**src/rtl/freq_meter.sv**
```systemverilog
// freq_meter: counts rising edges of asynchronous sig_i over a GATE_CYCLES window of clk_i.
// Latency: start_i sampled at cycle 0 -> valid_o at cycle GATE_CYCLES+1; sig_i sees SYNC_STAGES+1 cycles of offset.
// Backpressure: none; valid_o is a one-cycle strobe and start_i is ignored while busy_o is high.
// Optional period_o output (cycles between the last two in-gate edges) enabled by FREQ_METER_PERIOD_EN.
module freq_meter #(
    parameter int GATE_CYCLES = 50_000_000,
    parameter int CNT_W       = 32,
    parameter int SYNC_STAGES = 2
) (
    input  logic             clk_i,
    input  logic             rst_ni,
    input  logic             sig_i,
    input  logic             start_i,
    input  logic             cont_i,
    output logic [CNT_W-1:0] count_o,
    output logic             valid_o,
    output logic             busy_o,
`ifdef FREQ_METER_PERIOD_EN
    output logic [CNT_W-1:0] period_o,
`endif
    output logic             ovf_o
);

    localparam int TW = $clog2(GATE_CYCLES);
    localparam logic [TW-1:0]    T_LAST  = TW'(GATE_CYCLES - 1);
    localparam logic [CNT_W-1:0] CNT_MAX = '1;

    typedef enum logic [1:0] {IDLE, GATE, DONE} state_t;

    state_t                 state_q, state_d;
    logic [SYNC_STAGES-1:0] sync_q;
    logic                   hist_q;
    logic                   edge_det;
    logic [TW-1:0]          timer_q;
    logic [CNT_W-1:0]       cnt_q, cnt_d;
    logic                   flag_q, flag_d;
    logic                   gate_last;

    assign edge_det  = sync_q[SYNC_STAGES-1] & ~hist_q;
    assign gate_last = (state_q == GATE) && (timer_q == T_LAST);
    assign valid_o   = (state_q == DONE);
    assign busy_o    = (state_q != IDLE);

    always_comb begin
        state_d = state_q;
        case (state_q)
            IDLE:    if (start_i || cont_i) state_d = GATE;
            GATE:    if (timer_q == T_LAST) state_d = DONE;
            DONE:    state_d = cont_i ? GATE : IDLE;
            default: state_d = IDLE;
        endcase
    end

    // Saturating edge count; the flag records an edge lost at full scale.
    always_comb begin
        cnt_d  = cnt_q;
        flag_d = flag_q;
        if (edge_det) begin
            if (cnt_q == CNT_MAX) flag_d = 1'b1;
            else                  cnt_d  = cnt_q + 1'b1;
        end
    end

    always_ff @(posedge clk_i) begin
        if (!rst_ni) begin
            state_q <= IDLE;
            sync_q  <= '0;
            hist_q  <= 1'b0;
            timer_q <= '0;
            cnt_q   <= '0;
            flag_q  <= 1'b0;
            count_o <= '0;
            ovf_o   <= 1'b0;
        end else begin
            state_q <= state_d;
            sync_q  <= {sync_q[SYNC_STAGES-2:0], sig_i};
            hist_q  <= sync_q[SYNC_STAGES-1];
            if (state_q == GATE) begin
                timer_q <= timer_q + 1'b1;
                cnt_q   <= cnt_d;
                flag_q  <= flag_d;
            end else begin
                timer_q <= '0;
                cnt_q   <= '0;
                flag_q  <= 1'b0;
            end
            // Result registers load on the final gate cycle so they are valid alongside valid_o.
            if (gate_last) begin
                count_o <= cnt_d;
                ovf_o   <= flag_d;
            end
        end
    end

`ifdef FREQ_METER_PERIOD_EN
    // since_q == 0 means no edge yet in this gate; it becomes 1 on the first edge.
    logic [CNT_W-1:0] since_q, per_q, per_d;

    assign per_d = (edge_det && since_q != '0) ? since_q : per_q;

    always_ff @(posedge clk_i) begin
        if (!rst_ni) begin
            since_q  <= '0;
            per_q    <= '0;
            period_o <= '0;
        end else begin
            if (state_q == GATE) begin
                per_q <= per_d;
                if (edge_det)
                    since_q <= CNT_W'(1);
                else if (since_q != '0 && since_q != CNT_MAX)
                    since_q <= since_q + 1'b1;
            end else begin
                since_q <= '0;
                per_q   <= '0;
            end
            if (gate_last) period_o <= per_d;
        end
    end
`endif

endmodule

```
**config.mk**
```make
export PLATFORM = sky130hd
export DESIGN_NAME = freq_meter
export DESIGN_NICKNAME = d
export VERILOG_FILES = /design/src/rtl/freq_meter.sv
export SDC_FILE = /design/constraint.sdc
export NUM_CORES = 1
export LEC_CHECK = 0
export ABC_AREA = 1
export BUFFER_PORTS_ARGS = -buffer_cell sky130_fd_sc_hd__buf_2
export CAP_MARGIN = 40
export CORE_MARGIN = 2
export CORE_UTILIZATION = 25
export CTS_BUF_LIST = sky130_fd_sc_hd__clkbuf_8
export DETAILED_ROUTE_END_ITERATION = 6
export SETUP_SLACK_MARGIN = 0.05
export SYNTH_ARGS = -nofsm -noshare
export SYNTH_HDL_FRONTEND = slang
export SYNTH_SLANG_ARGS = --single-unit
```
**constraint.sdc**
```tcl
create_clock -name clk_i -period 2.4 [get_ports clk_i]
set_input_delay 0.48 -clock clk_i [delete_from_list [all_inputs] [get_ports clk_i]]
set_output_delay 0.48 -clock clk_i [all_outputs]
set_load 0.02 [all_outputs]
```
* Yosys cells after proc, flatten, opt, wreduce, memory -nomap -nowiden
Cells that the tools add are included.
** Cells by class
- Bitwise gates (word level) :: 2
- Equality and inequality tests :: 6
- $add $sub $neg :: 2
- Mux-type cells :: 8
- Reduce and logical (&&, ||, !) cells :: 6
** Operators with widths (number)
- $mux 32 :: 2
- $add 32x1->32 const B :: 1
- $eq 32x32->1 const B :: 1
- $add 26x1->26 const B :: 1
- $eq 26x26->1 const B :: 1
- $pmux 2 s3 :: 1
- $mux 2 :: 2
- $ne 2x2->1 const B :: 2
- $reduce_and 2->1 :: 2
- $mux 1 :: 3
- $eq 2x1->1 const B :: 1
- $eq 2x2->1 const B :: 1
- $logic_not 2->1 :: 1
- $reduce_bool 2->1 :: 1
- $and 1x1->1 :: 1
- $logic_and 1x1->1 :: 1
- $logic_or 1x1->1 :: 1
- $not 1->1 :: 1
** Word-level totals
- Register bits :: 97
- Bits of input ports :: 5

* Depth between registers and ports, before layout
- Word-level depth :: 3
- Depth in mapped cells :: 12
- Depth with buffers taken out :: 11

* Worst setup path after synthesis
OpenSTA, ideal clock, no wires.
- Path type :: register to register
- Start :: register cnt_q[0]
- End :: register count_o[16]
- Required time :: 2291 ps
- Data arrival time :: 1495 ps
- Clock period less this slack :: 1604 ps
- Cell stages (with the launch flop) :: 12
- Path slack :: 796 ps
- Path through :: dfxtp_1 -> ha_1 -> nand2_1 -> nor2_2 -> nand2_4 -> nor2_8 -> nand3_4 -> buf_6 -> nand3b_1 -> nand3_1 -> nand2_1 -> inv_1
** Between the ends
- Cells in the longest elaborated chain, start to end :: 3
- Elaborated cells on any way between the ends :: 4
- Those cells by class :: 1 x add/sub; 1 x eq/ne; 2 x mux
** RTL lines
- start: declaration :: line 35 : logic [CNT_W-1:0] cnt_q, cnt_d;
- start signal: assignment :: line 80 : cnt_q <= cnt_d;
- $add 32x1->32 / $eq 32x32->1 (equally long branches) :: line 60, 59
- $mux 32 * :: line 59 : if (cnt_q == CNT_MAX) flag_d = 1'b1;
- $mux 32 * :: line 58 : if (edge_det) begin
- end signal: assignment :: line 89 : count_o <= cnt_d;
- end: declaration :: line 15 : output logic [CNT_W-1:0] count_o,
Every way passes the cells marked *; elsewhere a longest branch is shown, timed or not.
A chain may end at the register's enable or synchronous reset.

* Worst setup path in the final report
- Start :: register timer_q[0]
- End :: register count_o[23]
** Between the ends
- Cells in the longest elaborated chain, start to end :: 2
** RTL lines
- start: declaration :: line 34 : logic [TW-1:0] timer_q;
- start signal: assignment :: line 79 : timer_q <= timer_q + 1'b1;
- $eq 26x26->1 :: line 40 : assign gate_last = (state_q == GATE) && (timer_q == T_LAST);
- $logic_and 1x1->1 :: line 40
Every way passes these cells.

==> impl_metrics.yaml <==
run_status:
  outcome: "finished clean"
placed_design:
  port-buffer-count: 39
  dp_slack_ns: 0.289
  place_congestion: 0.820
  dp_hpwl_mm: 9.42
timing:
  fin_hold_ws_ns: 0.300
  finalClockSkew_ns: 0.0118
  setup_viol: 0
  rsz0062_at_grt: "no"
  hold_viol_final: 0
  maxSlewViolCount: 0
  worst_slack_ns: 0.298
  fin_crit_sh_pct: 87.6
  tns_ns: 0
  tightest_slew_ns: 0.480
  fin_crit_ns: 2.10
  max_freq_mhz: 476
  relSlewSlack_pct: 68.0
drt:
  wl_mm: 12.4
  vias: 4570
  drt-pass1-iter-count: 4
  viasPerCell: 4.28
  drtIter0Drc: 240
  drc: 0
  avgRoutedWirePerCell_microns: 11.6
  ant_nets: 0
synthesis:
  synth_top_area_cell: "dfxtp_1"
  netlist_instances: 755
  synth.top_cell.area_share_pct: 37.3
  synth_fp_nets: 762
  synth_flop_cell: "dfxtp_1"
  syn_area_sq_um: 5200
  yosysSeqAreaShare_pct: 37.3
  synth-async-reset-ratio_pct: 0
  ys_top_cells_by_area: "dfxtp_1 (37%), nand2_1 (15%), inv_1 (7.3%)"
  synth.distinct_cells: 43
  synth-edff-count: 0
  ys_warn_count: 0
  ys_ff_latch: 97
  syn_area_per_cell_sq_um: 6.89
clock_tree:
  cts_root_buffer: "clkbuf_8"
  cts.reportedPaths.clkPinSlew_ns: 0.10
  clock_path_buffers: 2
  cts_max_level: 3
  clock-sinks: 97
  numCtsBuffers: 9
  clock_latency_ns: 0.38
  post_cts_resized: 0
  hold_buffers: 0
  cts_tree: "yes"
  post_cts_buffers: 0
critical_path:
  worst_setup_path_start_kind: "register"
  cpMaxStageDelayCell: "inv_2"
  max_stage_delay_ns: 0.41
  cp_data_required_time_ns: 2.67
  cp.arrival_ns: 2.38
  crit_chain: "ha_1 -> nand2_1 -> inv_1 -> nand3_1 -> nor2_1 -> nand4_4 -> inv_2 -> buf_4 -> a21oi_2"
  path_max_fanout: 24
  endpoint_kind: "register"
  crit_buf_inv: 3
  criticalPathCategory: "register to register"
  critPathTopFamily: "buffers and inverters"
die:
  rows: 52
  die_y_microns: 148
  die_x_microns: 148
  start_util_pct: 25.6
  core_area_sq_um: 20300
  design.die.area_sq_um: 22000
  boundaryPins: 40
layout:
  regArea_sq_um: 1940
  multi_input_area_sq_um: 2720
  finalNetCount: 799
  antenna_cells: 0
  nFillCells: 2278
  drive_above_1_share_pct: 17.2
  area_delta_synth_final_pct: 12.9
grt:
  antenna_found_initial: 0
  grt_max_degree: 45
  grt_usage_pct: 11.8
  overflow: 0
  grt_pass1_wl_mm: 21.1
  grt_pass1_vias: 4444
hold_path:
  hp-class: "input pin to register"
power_and_ir_drop:
  ir_drop_mv: 0.242
  power.leakage_nw: 2.34
  power_density_nw_per_um2: 478
run:
  max_cap_viol_count: 0
## registers in the layout, indices dropped and copies added, names as in the netlist
signal   cells
hist_q       1
flag_q       1
ovf_o        1
cnt_q       32
count_o     32
sync_q       2
state_q      2
timer_q     26
## final cells by class
class | instances | share of cell area (%)
Clock buffer | 9 | 2.11
Sequential cell | 97 | 33.1
Multi-Input combinational cell | 531 | 46.3
Inverter | 105 | 6.71
Tap cell | 270 | 5.75
Clock inverter | 7 | 1.17
Timing Repair Buffer | 48 | 4.90
## synth_stat cells, types with 2 or more instances
cell      count
nand3b_1      8
nand4_1      21
clkbuf_1     10
nand3_1      37
inv_2         3
dfxtp_1      97
nor2_8        2
xor2_1        5
nor2_1       91
o21a_1        2
and2_1        2
a21oi_1      44
nor2_2        6
nor3_2        2
nand2_1     208
a21oi_2      12
buf_2         2
nor2_4        5
nand3b_2      3
nand2_4       2
xnor2_1       4
inv_1       101
o21ai_0       8
nor3_1        8
nor4_1        2
buf_6         7
buf_4         2
or2_2         3
nand2_2      19
ha_1          2
nand3_2      14
a22oi_1      12
## metal layers
metal  global-route usage, %  up-vias  share of wire (%)
li1                        -     2466                  -
met1                    15.0     2033                 48
met2                    19.5       56                 46
met3                    3.47       15                3.6
met4                    3.52        0                1.6
met5                       0        -                  0
## cell usage in the layout, fill, tap and decap left out, types with 6 or more instances in the layout
cell / count
nand2_1: 208
inv_1: 102
dfxtp_1: 97
nor2_1: 91
a21oi_1: 44
buf_2: 39
nand3_1: 37
nand4_1: 21
nand2_2: 19
nand3_2: 14
a22oi_1: 12
a21oi_2: 12
clkbuf_8: 9
nand3b_1: 8
nor3_1: 8
o21ai_0: 8
buf_4: 7
nor2_2: 6
## path summary, 6_finish.rpt
path	startpoint	to	slack, ns	cells after the start
max	timer_q[0]$_SDFF_PN0_	count_o[23]$_SDFFE_PN0P_	0.30	9
min	sig_i	sync_q[0]$_SDFF_PN0_	0.30	3
max reg2reg	timer_q[0]$_SDFF_PN0_	count_o[23]$_SDFFE_PN0P_	0.30	9
min reg2reg	sync_q[0]$_SDFF_PN0_	sync_q[1]$_SDFF_PN0_	0.44	2
## through the flow
| step | total power, W | util (%) | instance area (sq um) | instances |
|---|---|---|---|---|
| 2_1_floorplan | 0.00172 | - | 5200 | 755 |
| 3_3_place_gp | 0.00175 | 27.9 | 5660 | 1050 |
| 3_5_place_dp | 0.00176 | 28.0 | 5680 | 1051 |
| 4_1_cts | 0.00285 | 28.9 | 5870 | 1067 |
| 5_1_grt | 0.00292 | 28.9 | 5870 | 1067 |
| 6_report | 0.00281 | 28.9 | 5870 | 1067 |
## cells by family after synthesis
kind of cell	count (synthesis)	share of synthesized area, %
AND/OR/NAND/NOR	439	40.7
buffers and inverters	127	10.4
flip-flops	97	37.3
adder cells (fa/ha/maj)	2	0.481
XOR/XNOR	9	1.52
AO/OA/AOI/OAI	81	9.50
## worst register-to-register path, cell delays in order (launching register included)
cell and delay (ns):
dfxtp_1 0.36, ha_1 0.17, nand2_1 0.11, inv_1 0.11, nand3_1 0.11, nor2_1 0.19
nand4_4 0.16, inv_2 0.41, buf_4 0.30, a21oi_2 0.07
## power breakdown
group	total, W	switching [W]	internal [W]
clock network	0.00109	0.000606	0.000482
registers	0.00162	0.00000473	0.00162
logic	0.0000988	0.0000741	0.0000247
total	0.00281	0.000685	0.00212
Note: power is estimated with default switching activity, not from simulation.
